`src/rtl/rf_write_arbiter_if.sv`:
```
// Register-file write-port bundle: WB request, MDU handshake, RF write, stall and hazard lookup.
// Optional statistics outputs appear when RFARB_STATS_EN is defined.
interface rf_write_arbiter_if #(
  parameter int DW = 32,
  parameter int AW = 5
);
  logic          wb_we;
  logic [AW-1:0] wb_rw;
  logic [DW-1:0] wb_wd;
  logic          mdu_valid;
  logic          mdu_ready;
  logic [AW-1:0] mdu_rw;
  logic [DW-1:0] mdu_wd;
  logic          rf_regWrite;
  logic [AW-1:0] rf_rw;
  logic [DW-1:0] rf_wd;
  logic          stall_req;
  logic [AW-1:0] q1;
  logic [AW-1:0] q2;
  logic          pend1;
  logic          pend2;
`ifdef RFARB_STATS_EN
  logic [15:0]   stat_mdu_writes;
  logic [15:0]   stat_stall_cycles;
`endif

  modport master (
    output wb_we, wb_rw, wb_wd, mdu_valid, mdu_rw, mdu_wd, q1, q2,
    input  mdu_ready, rf_regWrite, rf_rw, rf_wd, stall_req, pend1, pend2
`ifdef RFARB_STATS_EN
    , input stat_mdu_writes, stat_stall_cycles
`endif
  );

  modport slave (
    input  wb_we, wb_rw, wb_wd, mdu_valid, mdu_rw, mdu_wd, q1, q2,
    output mdu_ready, rf_regWrite, rf_rw, rf_wd, stall_req, pend1, pend2
`ifdef RFARB_STATS_EN
    , output stat_mdu_writes, stat_stall_cycles
`endif
  );
endinterface

```
`src/rtl/rf_write_arbiter.sv`:
```
// Shares the RF write port between WB (no handshake) and a queued MDU (valid/ready) with a starvation stall.
// Define RFARB_STATS_EN to add saturating MDU-write and stall-cycle counters.
module rf_write_arbiter #(
  parameter int DW       = 32,
  parameter int AW       = 5,
  parameter int QDEPTH   = 2,
  parameter int MAX_WAIT = 4
) (
  input  logic              clk,
  input  logic              rst,
  rf_write_arbiter_if.slave bus
);
  localparam int PW = (QDEPTH > 1) ? $clog2(QDEPTH) : 1;
  localparam int CW = PW + 1;
  localparam int GW = $clog2(MAX_WAIT + 1);

  logic [AW-1:0] rw_q [QDEPTH];
  logic [DW-1:0] wd_q [QDEPTH];
  logic [PW-1:0] head, tail, off;
  logic [CW-1:0] count;
  logic [GW-1:0] age;
  logic          empty, full, stall, pop, enq, hit1, hit2;

  function automatic logic [GW-1:0] age_inc(input logic [GW-1:0] a);
    return (a >= GW'(MAX_WAIT)) ? GW'(MAX_WAIT) : a + GW'(1);
  endfunction

  assign empty         = (count == '0);
  assign full          = (count == CW'(QDEPTH));
  assign stall         = !rst && !empty && (age >= GW'(MAX_WAIT));
  assign bus.stall_req = stall;
  // Ready depends only on registered occupancy, so a pop this cycle cannot raise it.
  assign bus.mdu_ready = !rst && !full;
  assign enq           = bus.mdu_valid && bus.mdu_ready && (bus.mdu_rw != '0);

  always_comb begin
    pop             = 1'b0;
    bus.rf_regWrite = 1'b0;
    bus.rf_rw       = '0;
    bus.rf_wd       = '0;
    if (!rst) begin
      if (stall || (!bus.wb_we && !empty)) begin
        pop             = 1'b1;
        bus.rf_regWrite = 1'b1;
        bus.rf_rw       = rw_q[head];
        bus.rf_wd       = wd_q[head];
      end else if (bus.wb_we) begin
        bus.rf_regWrite = (bus.wb_rw != '0);
        bus.rf_rw       = bus.wb_rw;
        bus.rf_wd       = bus.wb_wd;
      end
    end
  end

  // An entry is live when its distance from head is below the occupancy.
  always_comb begin
    hit1 = 1'b0;
    hit2 = 1'b0;
    off  = '0;
    for (int i = 0; i < QDEPTH; i++) begin
      off = PW'(i) - head;
      if ({1'b0, off} < count) begin
        if (rw_q[i] == bus.q1) hit1 = 1'b1;
        if (rw_q[i] == bus.q2) hit2 = 1'b1;
      end
    end
  end

  assign bus.pend1 = !rst && hit1 && (bus.q1 != '0);
  assign bus.pend2 = !rst && hit2 && (bus.q2 != '0);

  always_ff @(posedge clk) begin
    if (rst) begin
      head  <= '0;
      tail  <= '0;
      count <= '0;
      age   <= '0;
    end else begin
      if (pop) head <= head + PW'(1);
      if (enq) tail <= tail + PW'(1);
      count <= count + CW'(enq) - CW'(pop);
      if (pop || empty) age <= '0;
      else              age <= age_inc(age);
    end
  end

  always_ff @(posedge clk) begin
    if (enq) begin
      rw_q[tail] <= bus.mdu_rw;
      wd_q[tail] <= bus.mdu_wd;
    end
  end

`ifdef RFARB_STATS_EN
  logic [15:0] n_wr, n_stall;

  function automatic logic [15:0] sat_inc16(input logic [15:0] v);
    return (v == 16'hFFFF) ? v : v + 16'd1;
  endfunction

  always_ff @(posedge clk) begin
    if (rst) begin
      n_wr    <= '0;
      n_stall <= '0;
    end else begin
      if (pop)   n_wr    <= sat_inc16(n_wr);
      if (stall) n_stall <= sat_inc16(n_stall);
    end
  end

  assign bus.stat_mdu_writes   = n_wr;
  assign bus.stat_stall_cycles = n_stall;
`endif
endmodule

```
`src/flat_wrapper.sv`:
```
// flat-port wrapper written by rule: the top's interface ports become plain ports
module rf_write_arbiter_flat 
#(
  parameter int DW       = 32,
  parameter int AW       = 5,
  parameter int QDEPTH   = 2,
  parameter int MAX_WAIT = 4
)
  (clk, rst, bus_wb_we, bus_wb_rw, bus_wb_wd, bus_mdu_valid, bus_mdu_rw, bus_mdu_wd, bus_q1, bus_q2, bus_mdu_ready, bus_rf_regWrite, bus_rf_rw, bus_rf_wd, bus_stall_req, bus_pend1, bus_pend2);
  rf_write_arbiter_if #(.DW(DW), .AW(AW)) bus_i ();
  input  logic clk;
  input  logic rst;
  input wire logic [$bits(bus_i.wb_we)-1:0] bus_wb_we;
  input wire logic [$bits(bus_i.wb_rw)-1:0] bus_wb_rw;
  input wire logic [$bits(bus_i.wb_wd)-1:0] bus_wb_wd;
  input wire logic [$bits(bus_i.mdu_valid)-1:0] bus_mdu_valid;
  input wire logic [$bits(bus_i.mdu_rw)-1:0] bus_mdu_rw;
  input wire logic [$bits(bus_i.mdu_wd)-1:0] bus_mdu_wd;
  input wire logic [$bits(bus_i.q1)-1:0] bus_q1;
  input wire logic [$bits(bus_i.q2)-1:0] bus_q2;
  output wire logic [$bits(bus_i.mdu_ready)-1:0] bus_mdu_ready;
  output wire logic [$bits(bus_i.rf_regWrite)-1:0] bus_rf_regWrite;
  output wire logic [$bits(bus_i.rf_rw)-1:0] bus_rf_rw;
  output wire logic [$bits(bus_i.rf_wd)-1:0] bus_rf_wd;
  output wire logic [$bits(bus_i.stall_req)-1:0] bus_stall_req;
  output wire logic [$bits(bus_i.pend1)-1:0] bus_pend1;
  output wire logic [$bits(bus_i.pend2)-1:0] bus_pend2;
  assign bus_i.wb_we = bus_wb_we;
  assign bus_i.wb_rw = bus_wb_rw;
  assign bus_i.wb_wd = bus_wb_wd;
  assign bus_i.mdu_valid = bus_mdu_valid;
  assign bus_i.mdu_rw = bus_mdu_rw;
  assign bus_i.mdu_wd = bus_mdu_wd;
  assign bus_i.q1 = bus_q1;
  assign bus_i.q2 = bus_q2;
  assign bus_mdu_ready = bus_i.mdu_ready;
  assign bus_rf_regWrite = bus_i.rf_regWrite;
  assign bus_rf_rw = bus_i.rf_rw;
  assign bus_rf_wd = bus_i.rf_wd;
  assign bus_stall_req = bus_i.stall_req;
  assign bus_pend1 = bus_i.pend1;
  assign bus_pend2 = bus_i.pend2;
  rf_write_arbiter #(.DW(DW), .AW(AW), .QDEPTH(QDEPTH), .MAX_WAIT(MAX_WAIT)) u_core (.clk(clk), .rst(rst), .bus(bus_i));
endmodule
```
`config.mk`:
```
export PLATFORM = sky130hd
export DESIGN_NAME = rf_write_arbiter_flat
export DESIGN_NICKNAME = d
export VERILOG_FILES = /design/src/rtl/rf_write_arbiter_if.sv /design/src/rtl/rf_write_arbiter.sv /design/src/flat_wrapper.sv
export SDC_FILE = /design/constraint.sdc
export NUM_CORES = 1
export LEC_CHECK = 0
export ABC_AREA = 1
export BUFFER_PORTS_ARGS = -buffer_cell sky130_fd_sc_hd__buf_2
export CAP_MARGIN = 20
export CORE_ASPECT_RATIO = 0.75
export CORE_MARGIN = 2
export CORE_UTILIZATION = 55
export DETAILED_ROUTE_END_ITERATION = 6
export PLACE_DENSITY = 0.85
export SLEW_MARGIN = 10
export SYNTH_ARGS = -nofsm -noshare
export SYNTH_HDL_FRONTEND = slang
export SYNTH_SLANG_ARGS = --single-unit
```
`constraint.sdc`:
```
create_clock -name clk -period 8.2 [get_ports clk]
set_clock_uncertainty 0.15 [all_clocks]
set_input_delay 1.64 -clock clk [delete_from_list [all_inputs] [get_ports clk]]
set_output_delay 1.64 -clock clk [all_outputs]
set_load 0.05 [all_outputs]
```
==> results.md, run 1 <==
- Outcome: complete, no violations
- Starting Density: 0.577
- Synth Area in Compound Gates: 0.0227
- Max transition margin: 0.321
- Seq/Total Area, Yosys: 0.599
- Placed cell count: 683
- Number of global-route vias before repair: 3262
- R2R Path End: u_core.count[1]
- Crit Reg-Reg Startpoint: u_core.count[1]
- Clk pwr share: 0.282
- Worst Hold End: u_core.age[0]
- Clock latency on the worst-skew pair: ~340 ps
- Post-route cell area: about 5000 sq um
- Hold_sp: u_core.age[0]
- Slew Viols, Final: 0
- Yosys cell types: 23
- Non-Filler Instances: ~700
- Setup crit start kind: input pin
- # port buffers: about 130
- Inserted Diodes: 0
- DR iter-0 viols: ~210
- DR vias: ~3400
- P_int: between 600 and 700 uW
- Final Hold Fails: 0
- Root Driver: clkbuf_8
- Synth Area in Adders: 0.0126
- Synth Area in Simple Gates: 0.306
- CTS tree: yes
- Final period util: 0.621
- DRT Wirelength: about 9000 um
- Dpl hpwl: ~6300 um
- PD cells: just over 200 nW/um^2
- Largest family of logic cells by synthesized area: simple AND/OR/NAND/NOR gates
- Xor and xnor area share after synthesis: 0.00661
- Yosys top cell area share: 0.559
- Area Growth Syn to Fin: 23.1%
- Pin count of the biggest net entering global routing: just over 40
- CTS Buf Count: 9
- GRT overflow: 0
- DP Area: ~4700 sq um
- Placement Rows: 26
- H-tree levels: 3
- Switching pwr: ~320 uW
- Post-Synthesis Cells: between 400 and 500
- Final setup viols: 0
- Fmax: a little under 0.2 GHz
- Die X: just over 100 um
- Setup repair after global routing missed its margin: no
- Routability cong.: 1.01
- R2R depth: 12
- Synth Cell Area: slightly below 4000 sq um
- Layout filler cell count: 540
- Die area: between 7000 and 8000 sq um
- Max-cap viol count: 0
- Drt via density: about 4.9
- Drt wl/cell: 12.9 um
- Critical Path AT: around 3300 ps
- Pre-Repair DR Iteration Count: 5
- CORE AREA: roughly 6900 sq um
- Final Critical Period: around 5100 ps
- Top post-synthesis cells by area: edfxtp_1, nand2_1, dfxtp_1
- First-pass GRT wire length: 14500 um
- Switching Share: 0.318
- Register-to-register setup slack: ~5600 ps
- Pleak: between 0.002 and 0.0025 uW
- #FFs+latches synth: a little over 80
- Share of cells above drive strength 1: 0.263
- Antenna violations before repair: 0
- Tot GR Track Use: 0.238
- Reg power frac: 0.488
- Mux contribution to synthesized area: 0
- Worst EP required: roughly 6400 ps
- Clock transition at the registers of the reported paths: about 80 ps
- Max VDD drop: 0.143 mV
- Post-CTS Setup Bufs: 0
- Share of power burned in combinational logic: 0.230
- Ports: 130
- # resized after CTS: 0
- Die H: 77.6 um
- Avg Cell Area, Syn: about 8.6 sq um
- CP endpoint kind: output pin
- Clock sinks: a little over 80
- Slew at the pin closest to its max-slew limit: ~1000 ps
- CTS Hold Bufs: 0
- TNS Setup: 0 ps
- Cells on Worst Hold Path: 1
- Final nets: between 600 and 700
- Fin Hold WS: 309 ps
- Min-Delay Path Class: flip-flop to flip-flop
- Residual DRC count: 0
- Post-Syn Nets: between 500 and 600
- Area leader, netlist: edfxtp_1
- Clock buffer depth: 2
- CP Class: input pin to output pin
- Warnings from Yosys: 0
- Post-route antenna net violation count: 0
- Maximum fanout along the worst path: 37
how the worst max path moves through the flow:
| stage | from | endpoint | slack (ps) | cells past startpoint |
|---|---|---|---|---|
| global route | rst | bus_rf_wd[12] | 2950 | 9 |
| global placement | rst | bus_rf_wd[10] | 3240 | 9 |
| floorplan | rst | u_core.rw_q[0][0] | 2140 | 3 |
| detailed placement | rst | bus_rf_wd[12] | 3140 | 9 |
| CTS | rst | bus_rf_wd[12] | 3140 | 9 |
| finish | rst | bus_rf_wd[12] | 3110 | 9 |
power groups by stage:
stage                     sequential [uW]  combinational [uW]  clock [uW]
after floorplan                       496                 162           0
after global placement                496                 225           0
after detailed placement              497                 230           0
after CTS                             488                 231         287
after global routing                  490                 254         305
final                                 488                 230         282
state kept, by name, summed over array words and instances, names as in the netlist, named ones only:
| signal | flops |
|---|---|
| u_core.wd_q | 64 |
| u_core.count | 2 |
| u_core.tail | 1 |
| u_core.head | 1 |
| u_core.rw_q | 10 |
| u_core.age | 3 |
critical path: stages:
cell and delay (ps):
buf_2 140, inv_2 130, nand3_2 110, nand2_1 130, nand2_1 120, inv_2 500
nand2_1 140, nand2_1 110, buf_2 270
cell type report:
class / count / area (sq um) / share of cell area
clock buffer: 10 / 128 / 0.0261
sequential: 82 / 2380 / 0.487
timing repair buffer: 134 / 683 / 0.140
multi-input combinational: 336 / 1390 / 0.284
clock inverter: 6 / 66.3 / 0.0135
tap: 98 / 123 / 0.0251
inverter: 33 / 124 / 0.0253
cells by family (layout without fill, tap and decap cells):
| family | after synthesis | in the layout |
|---|---|---|
| compound gates | 18 | 18 |
| xor+xnor | 3 | 3 |
| fa+ha+maj | 4 | 4 |
| buf+inv | 47 | 183 |
| flops | 82 | 82 |
| simple gates | 311 | 311 |
synthesized netlist by cell type:
cell      number
nor3_4         1
edfxtp_1      74
nand4_1        3
inv_1         29
nor3b_1        1
a21oi_1        8
nor3_1         1
xnor2_1        1
nand2_1      270
clkinv_1       1
nand3_2        1
buf_6          3
dfxtp_1        8
nor2b_1        1
xor2_1         2
nand3_1        5
buf_4          3
o21ai_0       10
clkbuf_1       8
nand2_2        4
nor2_1        24
ha_1           4
inv_2          3
per-stage QoR:
stage / util / setup WS, ps / power (uW)
6_report: 0.710 / 3110 / 1000
4_1_cts: 0.710 / 3140 / 1000
2_1_floorplan: - / 2140 / 658
5_1_grt: 0.710 / 2950 / 1050
3_5_place_dp: 0.682 / 3140 / 727
3_3_place_gp: 0.682 / 3240 / 721
cell usage in the layout (no fill, tap or decap), drive strengths merged:
cell	n
nor3b	1
clkinvlp	2
nand4	3
o21ai	10
bufinv	1
nand2	274
ha	4
nor3	2
inv	33
clkbuf	10
xnor2	1
edfxtp	74
buf	134
nor2b	1
nand3	6
nor2	24
dfxtp	8
xor2	2
a21oi	8
clkinv	3
routing by layer:
metal,vias to the layer above,track usage,part of all wire,wire (um)
met5,-,0,0,0
met4,0,0.0760,0.015,137
met3,12,0.0685,0.089,797
met2,152,0.393,0.47,4250
met1,1529,0.305,0.42,3800
li1,1728,-,-,-
Power figures use the tool's default switching activity.
==> inputs of run 2 (changes only) <==
- CORE_UTILIZATION: 55 -> 46
- PLACE_DENSITY: 0.85 -> 0.75
- clock period: 8.2 -> 4.59 ns (I/O delays scaled with it)
==> results.md, run 2 (synthesis gave the netlist of run 1 again) <==
- Die X: 111 um (was 102 um)
- Max-cap viol count: 0 (unchanged)
- Antenna violations before repair: 0 (unchanged)
- Dpl hpwl: 6600 um (was 6290 um)
- Pleak: 0.00252 uW (was 0.00247 uW)
- Post-CTS Setup Bufs: 0 (unchanged)
- Starting Density: 0.472 (was 0.577)
- Post-route antenna net violation count: 0 (unchanged)
- R2R Path End: u_core.count[1] (unchanged)
- Setup crit start kind: input pin (unchanged)
- Regs by FF count: u_core.wd_q x64, u_core.rw_q x10, u_core.age x3 (unchanged)
- # resized after CTS: 0 (unchanged)
- Worst EP required: 3520 ps (was 6410 ps)
- Most frequent cells in the layout: nand2_1, buf_2, edfxtp_1, inv_1, nor2_1 (unchanged)
- WP buf/inv: 4 (unchanged)
- Area Growth Syn to Fin: 26.3% (was 23.1%)
- Max VDD drop: 0.273 mV (was 0.143 mV)
- GRT overflow: 0 (unchanged)
- Final setup viols: 0 (unchanged)
- DRT Wirelength: 9250 um (was 8990 um)
- CTS Buf Count: 9 (unchanged)
- Worst Hold End: u_core.age[0] (unchanged)
- Inserted Diodes: 0 (unchanged)
- Clock latency on the worst-skew pair: 320 ps (was 340 ps)
- Pin count of the biggest net entering global routing: 41 (unchanged)
- Final Critical Period: between 3000 and 4000 ps
- R2R depth: 12 (unchanged)
- Routability cong.: 0.895 (was 1.01)
- Total power: 1980 uW (was 1000 uW)
- Cells along the critical path: buf_2 -> inv_2 -> nand3_2 -> nand2_1 -> nand2_1 -> inv_2 -> nand2_1 -> nand2_1 -> buf_2 (unchanged)
- Maximum fanout along the worst path: 37 (unchanged)
- PD cells: 394 nW/um^2 (was 204 nW/um^2)
- Die area: 9410 sq um (was 7930 sq um)
- Tot GR Track Use: 0.203 (was 0.238)
- Crit-path max cell delay: 520 ps (was 500 ps)
- Slew at the pin closest to its max-slew limit: 693 ps (was 1010 ps)
- Register-to-register setup slack: 1990 ps (was 5570 ps)
- Die H: 84.5 um (was 77.6 um)
- DR vias: 3388 (was 3421)
- Pre-Repair DR Iteration Count: 4 (was 5)
- Fmax: 0.271 GHz
- Max reg flops: 64 (unchanged)
- CORE AREA: 8420 sq um (was 6900 sq um)
- Residual DRC count: 0 (unchanged)
- Drt wl/cell: 13.0 um (was 12.9 um)
- Critical Path AT: 2620 ps (was 3300 ps)
- Max transition margin: 0.538 (was 0.321)
- Outcome: complete, no violations (unchanged)
- Placement Rows: 29 (was 26)
- Clock transition at the registers of the reported paths: 50 ps (was 80 ps)
- Setup repair after global routing missed its margin: no (unchanged)
- DR iter-0 viols: 181 (was 211)
- # port buffers: 129 (unchanged)
- Root Driver: clkbuf_16 (was clkbuf_8)
- CTS tree: yes (unchanged)
- Number of global-route vias before repair: 3337 (was 3262)
- Min-Delay Path Class: flip-flop to flip-flop (unchanged)
- Largest register by flop count: u_core.wd_q (unchanged)
- CTS Hold Bufs: 0 (unchanged)
- Clock buffer depth: 2 (unchanged)
- Hold_sp: u_core.age[0] (unchanged)
- Most common cell after layout, fill and taps aside: nand2_1 (unchanged)
- Final period util: 0.803
- Ports: 130 (unchanged)
- CP Class: input pin to output pin (unchanged)
- H-tree levels: 3 (unchanged)
- Slew Viols, Final: 0 (unchanged)
- CP most frequent cell: nand2_1 (unchanged)
- CP endpoint kind: output pin (unchanged)
- First-pass GRT wire length: 15100 um (was 14500 um)
- Share of cells above drive strength 1: 0.264 (was 0.263)
- Final Hold Fails: 0 (unchanged)
- Slowest CP cell: inv_2 (unchanged)
- Crit Reg-Reg Startpoint: u_core.count[1] (unchanged)
- Cells on Worst Hold Path: 1 (unchanged)
- Drt via density: 4.77 (was 4.89)
- TNS Setup: 0 ps (unchanged)
- Final nets: 689 (was 688)
- Core Util, Final: 0.596 (was 0.710)
- Crit path max-delay family: buffers and inverters (unchanged)
- Clock sinks: 82 (unchanged)
==> run 2: cell count changes in the layout (fill, tap and decap cells not counted), sizes merged <==
cell      change
clkinvlp      +1
buf           +1
clkinv        -1
==> run 2: worst max path at each step <==
stage | startpoint | end | slack, ps | cells past startpoint
global placement | rst | bus_rf_rw[4] | 990 | 9
detailed placement | rst | bus_rf_rw[4] | 920 | 9
finish | rst | bus_rf_rw[4] | 900 | 9
global route | rst | bus_rf_rw[4] | 790 | 9
CTS | rst | bus_rf_rw[4] | 910 | 9
floorplan | rst | u_core.rw_q[0][0] | 530 | 3
==> run 2: stage by stage <==
step | hold WS (ps) | area, sq um | setup WS [ps] | std cells
2_1_floorplan | 267 | 3980 | 530 | 465
3_3_place_gp | 278 | 4730 | 988 | 694
3_5_place_dp | 291 | 4730 | 916 | 694
4_1_cts | 304 | 5020 | 912 | 710
5_1_grt | 316 | 5020 | 793 | 710
6_report | 300 | 5020 | 903 | 710
==> run 2: report_power, final <==
| part | internal, uW | switching [uW] | leakage (uW) |
|---|---|---|---|
| Sequential | 857 | 16.2 | 0.000744 |
| Combinational | 111 | 299 | 0.00164 |
| Clock | 421 | 273 | 0.000133 |
| Total | 1390 | 588 | 0.00252 |
==> run 2: cell type report <==
type	count	area, sq um
well taps	108	135
inverters	33	124
flip-flops and latches	82	2380
repair buffers	135	691
fillers	737	3400
clock buffers	10	229
multi-input cells	336	1400
clock inverters	6	65.1
==> run 2: metal layers <==
| layer | vias to the layer above | part of all wire | GRT usage |
|---|---|---|---|
| li1 | 1737 | - | - |
| met1 | 1526 | 0.44 | 0.256 |
| met2 | 121 | 0.48 | 0.357 |
| met3 | 4 | 0.072 | 0.0599 |
| met4 | 0 | 0.0037 | 0.0303 |
| met5 | - | 0 | 0 |
